## src/rtl/vga_timing_pkg.sv

```systemverilog
// 640x480@60 timing constants shared by vga_driver and vga_sync_receiver,
// plus the receiver lock-state encoding.
package vga_timing_pkg;

    localparam int H_VISIBLE = 640;
    localparam int H_SYNC    = 96;
    localparam int H_BP      = 48;
    localparam int H_TOTAL   = 800;
    localparam int V_VISIBLE = 480;
    localparam int V_SYNC    = 2;
    localparam int V_BP      = 33;
    localparam int V_TOTAL   = 525;

    typedef enum logic [1:0] {
        SEARCH = 2'd0,
        TRACK  = 2'd1,
        LOCKED = 2'd2
    } rx_state_t;

endpackage

```

## src/rtl/sync_edge_det.sv

```systemverilog
// Sync input register with inactive->active leading-edge detect.
// The registered level is compared against one more delayed copy so the
// edge pulse lines up with the stage-1 sample of the pixel data.
module sync_edge_det #(
    parameter bit SYNC_POL = 1'b0
) (
    input  logic clk,
    input  logic rst,
    input  logic sync_in,
    output logic lead
);

    logic sync_q;
    logic sync_qq;

    // Sample the pin and keep the previous sample; reset to the idle level.
    always_ff @(posedge clk or negedge rst) begin
        if (!rst) begin
            sync_q  <= ~SYNC_POL;
            sync_qq <= ~SYNC_POL;
        end else begin
            sync_q  <= sync_in;
            sync_qq <= sync_q;
        end
    end

    assign lead = (sync_q == SYNC_POL) && (sync_qq != SYNC_POL);

endmodule

```

## src/rtl/vga_sync_receiver.sv

```systemverilog
// VGA receiver: recovers pixel coordinates from hsync/vsync, checks line and
// frame lengths, and declares lock after LOCK_FRAMES clean frames.
// Stage 1 is the input registers; counters and outputs update in stage 2,
// so pix_*/frame_start/err_* trail the pins by two clocks.
module vga_sync_receiver
    import vga_timing_pkg::*;
#(
    parameter int H_VISIBLE   = vga_timing_pkg::H_VISIBLE,
    parameter int H_SYNC      = vga_timing_pkg::H_SYNC,
    parameter int H_BP        = vga_timing_pkg::H_BP,
    parameter int H_TOTAL     = vga_timing_pkg::H_TOTAL,
    parameter int V_VISIBLE   = vga_timing_pkg::V_VISIBLE,
    parameter int V_SYNC      = vga_timing_pkg::V_SYNC,
    parameter int V_BP        = vga_timing_pkg::V_BP,
    parameter int V_TOTAL     = vga_timing_pkg::V_TOTAL,
    parameter bit SYNC_POL    = 1'b0,
    parameter int LOCK_FRAMES = 2
) (
    input  logic       clk,
    input  logic       rst,
    input  logic       hsync_in,
    input  logic       vsync_in,
    input  logic [1:0] red_in,
    input  logic [1:0] green_in,
    input  logic [1:0] blue_in,
    output logic       pix_valid,
    output logic [9:0] pix_x,
    output logic [9:0] pix_y,
    output logic [5:0] pix_rgb,
    output logic       frame_start,
    output logic       locked,
    output logic       err_hlen,
    output logic       err_vlen
);

    localparam logic [10:0] H_TOT = 11'(H_TOTAL);
    localparam logic [10:0] H_MAX = 11'(2 * H_TOTAL - 1);
    localparam logic [10:0] HV0   = 11'(H_SYNC + H_BP);
    localparam logic [10:0] HV1   = 11'(H_SYNC + H_BP + H_VISIBLE - 1);
    localparam logic [10:0] V_TOT = 11'(V_TOTAL);
    localparam logic [9:0]  VV0   = 10'(V_SYNC + V_BP);
    localparam logic [9:0]  VV1   = 10'(V_SYNC + V_BP + V_VISIBLE - 1);
    localparam logic [9:0]  V_MAX = 10'd1023;

    logic        hedge, vedge;
    logic [5:0]  rgb_q;
    logic [10:0] hcnt, hcnt_nx;
    logic [9:0]  vcnt, vcnt_nx;
    logic        hchk, vchk;
    logic        herr, verr, err_any;
    logic        vis, show;
    logic [3:0]  good;
    rx_state_t   state;

    sync_edge_det #(.SYNC_POL(SYNC_POL)) u_hs (
        .clk     (clk),
        .rst     (rst),
        .sync_in (hsync_in),
        .lead    (hedge)
    );

    sync_edge_det #(.SYNC_POL(SYNC_POL)) u_vs (
        .clk     (clk),
        .rst     (rst),
        .sync_in (vsync_in),
        .lead    (vedge)
    );

    // Stage-1 colour sample, aligned with the registered syncs.
    always_ff @(posedge clk or negedge rst) begin
        if (!rst) rgb_q <= '0;
        else      rgb_q <= {red_in, green_in, blue_in};
    end

    // Next counter values for the stage-1 sample and the length checks.
    always_comb begin
        hcnt_nx = hcnt;
        herr    = 1'b0;
        if (hedge) begin
            hcnt_nx = '0;
            herr    = hchk && (hcnt + 11'd1 != H_TOT);
        end else if (hcnt != H_MAX) begin
            hcnt_nx = hcnt + 11'd1;
            herr    = (hcnt + 11'd1 == H_MAX);
        end

        vcnt_nx = vcnt;
        verr    = 1'b0;
        if (vedge) begin
            vcnt_nx = '0;
            verr    = vchk && ({1'b0, vcnt} + 11'd1 != V_TOT);
        end else if (hedge && vcnt != V_MAX) begin
            vcnt_nx = vcnt + 10'd1;
            verr    = (vcnt + 10'd1 == V_MAX);
        end

        err_any = herr || verr;
        vis     = (hcnt_nx >= HV0) && (hcnt_nx <= HV1) &&
                  (vcnt_nx >= VV0) && (vcnt_nx <= VV1);
        show    = vis && (state == LOCKED);
    end

    // Position counters; length checks are re-armed by the first edge after an error.
    always_ff @(posedge clk or negedge rst) begin
        if (!rst) begin
            hcnt <= '0;
            vcnt <= '0;
            hchk <= 1'b0;
            vchk <= 1'b0;
        end else begin
            hcnt <= hcnt_nx;
            vcnt <= vcnt_nx;
            hchk <= err_any ? 1'b0 : (hedge ? 1'b1 : hchk);
            vchk <= err_any ? 1'b0 : (vedge ? 1'b1 : vchk);
        end
    end

    // Lock FSM: errors always win over a same-cycle vsync edge.
    always_ff @(posedge clk or negedge rst) begin
        if (!rst) begin
            state  <= SEARCH;
            good   <= '0;
            locked <= 1'b0;
        end else begin
            locked <= (state == LOCKED);
            if (err_any) begin
                state <= SEARCH;
                good  <= '0;
            end else if (vedge) begin
                case (state)
                    SEARCH: begin
                        state <= TRACK;
                        good  <= '0;
                    end
                    TRACK: begin
                        good <= good + 4'd1;
                        if (good + 4'd1 == 4'(LOCK_FRAMES)) state <= LOCKED;
                    end
                    default: ;
                endcase
            end
        end
    end

    // Stage-2 output registers; pixel fields read zero outside the locked visible area.
    always_ff @(posedge clk or negedge rst) begin
        if (!rst) begin
            pix_valid   <= 1'b0;
            pix_x       <= '0;
            pix_y       <= '0;
            pix_rgb     <= '0;
            frame_start <= 1'b0;
            err_hlen    <= 1'b0;
            err_vlen    <= 1'b0;
        end else begin
            pix_valid   <= show;
            pix_x       <= show ? 10'(hcnt_nx - HV0) : '0;
            pix_y       <= show ? (vcnt_nx - VV0) : '0;
            pix_rgb     <= show ? rgb_q : '0;
            frame_start <= vedge;
            err_hlen    <= herr;
            err_vlen    <= verr;
        end
    end

endmodule

```

## config.mk

```make
export PLATFORM = sky130hd
export DESIGN_NAME = vga_sync_receiver
export DESIGN_NICKNAME = d
export VERILOG_FILES = /design/src/rtl/vga_timing_pkg.sv /design/src/rtl/sync_edge_det.sv /design/src/rtl/vga_sync_receiver.sv
export SDC_FILE = /design/constraint.sdc
export NUM_CORES = 1
export LEC_CHECK = 0
export BUFFER_PORTS_ARGS = -buffer_cell sky130_fd_sc_hd__buf_2
export CAP_MARGIN = 20
export CORE_MARGIN = 3
export CORE_UTILIZATION = 29
export DETAILED_ROUTE_END_ITERATION = 10
export PLACE_DENSITY = 0.45
export SETUP_SLACK_MARGIN = 0.05
export SLEW_MARGIN = 20
export SYNTH_ARGS = -nofsm -noshare
export SYNTH_HDL_FRONTEND = slang
export SYNTH_SLANG_ARGS = --single-unit
```

## constraint.sdc

```tcl
create_clock -name clk -period 4.2 [get_ports clk]
set_input_delay 0.63 -clock clk [delete_from_list [all_inputs] [get_ports clk]]
set_output_delay 0.63 -clock clk [all_outputs]
set_load 0.02 [all_outputs]
```

==> results.cfg <==
[layout]
antenna_cells = 0
finalInstanceArea_mm2 = 0.00452
postLayoutCoreUtil = 0.350
layout-drive-gt1-share = 0.211
syn2layout_area_growth_pct = 14.8
nFillCells = 1306
final_cells = 608
nets = 453

[floorplanning]
die_w_um = 123
row_count = 41
coreArea_mm2 = 0.0129
die_h_um = 123
start_util = 0.305
die_area_mm2 = 0.0150
io_pins = 41

[route]
drtPass1Iterations = 4
wl_um = 9940
drc_errors = 0
via_count = 3108
ant_nets = 0
dr.first_iter.drc_count = 212
vias_per_cell = 5.11
wl_per_cell_um = 16.3

[timing]
min_period_ps = 3630
rsz0062_at_grt = no
fin_crit_sh = 0.863
finalHoldViolations = 0
fin_tns_setup_ps = 0
worst_pin_slew_ps = 895
worst_hold_slack_ps = 364
slew_headroom = 0.404
fmax_mhz = 276
slew_viol_final = 0
setup_violations = 0
worst_clock_skew_ps = 5.97

[logic_synthesis]
synth-edff-count = 0
avgSynthCellArea_um2 = 9.87
synth-seq-cells = 70
synth.area.top_cells = dfrtp_1 (42%), ha_1 (3.8%), nor2_1 (3.7%)
synth_seq_area_share = 0.446
ys.warnings.count = 0
ys_async_sr_fraction = 1.00
syn-cell-area_mm2 = 0.00394
synthFlopType = dfrtp_1
yosysTopAreaCell = dfrtp_1
synth_commonest_cells = dfrtp_1 (66), nor2_1 (39), nand3_1 (27), inv_1 (17), nand2_1 (17)
synth_cell_types = 74
synth_top_area_share = 0.419
synth_nets = 421
syn_inst = 399
yosysMostFrequentCell = dfrtp_1

[placement]
dpl.hpwl_um = 7100
placed_area_mm2 = 0.00426
routabilityCongestion = 0.848
io_buffer_count = 40
dp_cells = 592

[clock_network]
root_buffer = clkbuf_16
clock-sinks = 70
clock_latency_ps = 330
cts_setup_buffers = 0
tritoncts = done
clk_path_buf_depth = 2
htree_levels = 3
cts_buffers = 9
cts_resized = 0
hold_buffers = 0
clkTransAtPathRegs_ps = 60

[min_path]
hp-class = flip-flop to flip-flop
min_from = u_vs.sync_q
holdPathEnd = u_vs.sync_qq
holdPathStages = 0

[global_route]
met1_usage = 0.200
gr-usage-all-layers = 0.143
grt_max_degree = 71
grt_overflow = 0
grt_first_pass_wirelength_um = 16400
antenna_found_initial = 0
grt_use_met2 = 0.214
busiest_layer = met2
first_global_vias = 3111
grt.met3_usage = 0.0300

[critical_path]
cp_max_fo = 18
worstPathArrival_ps = 3820
r2r-start = vcnt[1]
r2r_cells = 11
endpoint_kind = flip-flop
worst_ep_required_time_ps = 4390
reg2reg_to = pix_x[0]
start_kind = flip-flop
reg2reg_slack_ps = 570
crit_type = flip-flop to flip-flop

[power_and_ir_drop]
p_leak_nw = 2.00
power.density_mw_per_mm2 = 407
peakVddDrop_v = 0.000218

[flow_run]
maxCapViolCount = 0

[status]
status = finished clean
[flip-flops by register name, summed over array words and instances, names as in the netlist]
signal and flops:
u_hs.sync_qq 1, locked 1, pix_x 10, err_vlen 1, hcnt 11, pix_valid 1
pix_rgb 6, vchk 1, pix_y 10, vcnt 10, u_vs.sync_qq 1, u_vs.sync_q 1
hchk 1, frame_start 1, u_hs.sync_q 1, err_hlen 1, good 4, rgb_q 6
state 2
[report_power, final]
| part | switching (mW) | internal (mW) |
|---|---|---|
| Sequential | 0.0791 | 0.731 |
| Combinational | 0.209 | 0.136 |
| Clock | 0.290 | 0.397 |
| Total | 0.578 | 1.26 |
[critical path, stage by stage (launching register included)]
cell	delay (ps)
dfrtp_1	440
ha_1	360
and4_4	330
a41o_1	390
mux2i_1	280
nor2_1	100
ha_1	250
nor4_2	580
o21ai_4	110
mux2i_4	370
buf_12	210
nor4_1	60
[area by class of cell]
| cell class | count | area (µm²) | share of cell area |
|---|---|---|---|
| clock inverter | 6 | 38.8 | 0.00858 |
| inverter | 18 | 72.6 | 0.0160 |
| tap | 172 | 215 | 0.0476 |
| multi-input combinational | 284 | 1940 | 0.428 |
| sequential | 70 | 1760 | 0.388 |
| clock buffer | 10 | 229 | 0.0506 |
| timing repair buffer | 48 | 275 | 0.0609 |
[cell usage in the layout, fill, tap and decap left out, drive strengths merged, types with 3 or more instances in the layout]
cell	count
dfrtp	66
buf	48
nor2	40
nand3	27
nor3	19
inv	17
nand2	17
a21oi	17
o21ai	16
xnor2	14
nand4	13
ha	12
clkbuf	10
and3	8
and2	8
a211oi	8
xor2	7
or3	6
nor2b	5
clkinv	5
a41oi	4
dfstp	4
nand2b	3
nor3b	3
a21o	3
o211ai	3
o41ai	3
a21boi	3
and4	3
a311oi	3
o311ai	3
nor4b	3
[through the flow]
stage	total power [mW]	setup WS (ps)
global placement	1.17	715
finish	1.84	574
CTS	1.87	572
global route	1.96	295
detailed placement	1.17	596
floorplan	1.08	1090
[worst max-delay path by stage]
stage / start / end / slack [ps] / cells after the start
2_1_floorplan: vcnt[1] / pix_x[7] / 1090 / 14
3_3_place_gp: vcnt[1] / pix_x[0] / 720 / 11
3_5_place_dp: vcnt[1] / pix_x[0] / 600 / 11
4_1_cts: vcnt[1] / pix_x[0] / 570 / 11
5_1_grt: vcnt[1] / pix_x[0] / 290 / 11
6_report: vcnt[1] / pix_x[0] / 570 / 11
[kinds of logic after synthesis]
logic type | count (synthesis) | share of synthesized area
simple gates | 166 | 0.244
compound gates | 82 | 0.151
flops | 70 | 0.446
buf+inv | 45 | 0.0629
xor+xnor | 21 | 0.0467
fa+ha+maj | 12 | 0.0381
mux | 3 | 0.0111
[layer usage]
metal  up-vias  wire, µm
li1       1507         -
met1      1493      4820
met2        96      4350
met3        12       588
met4         0       182
met5         -         0
Note: power is estimated with default switching activity, not from simulation.
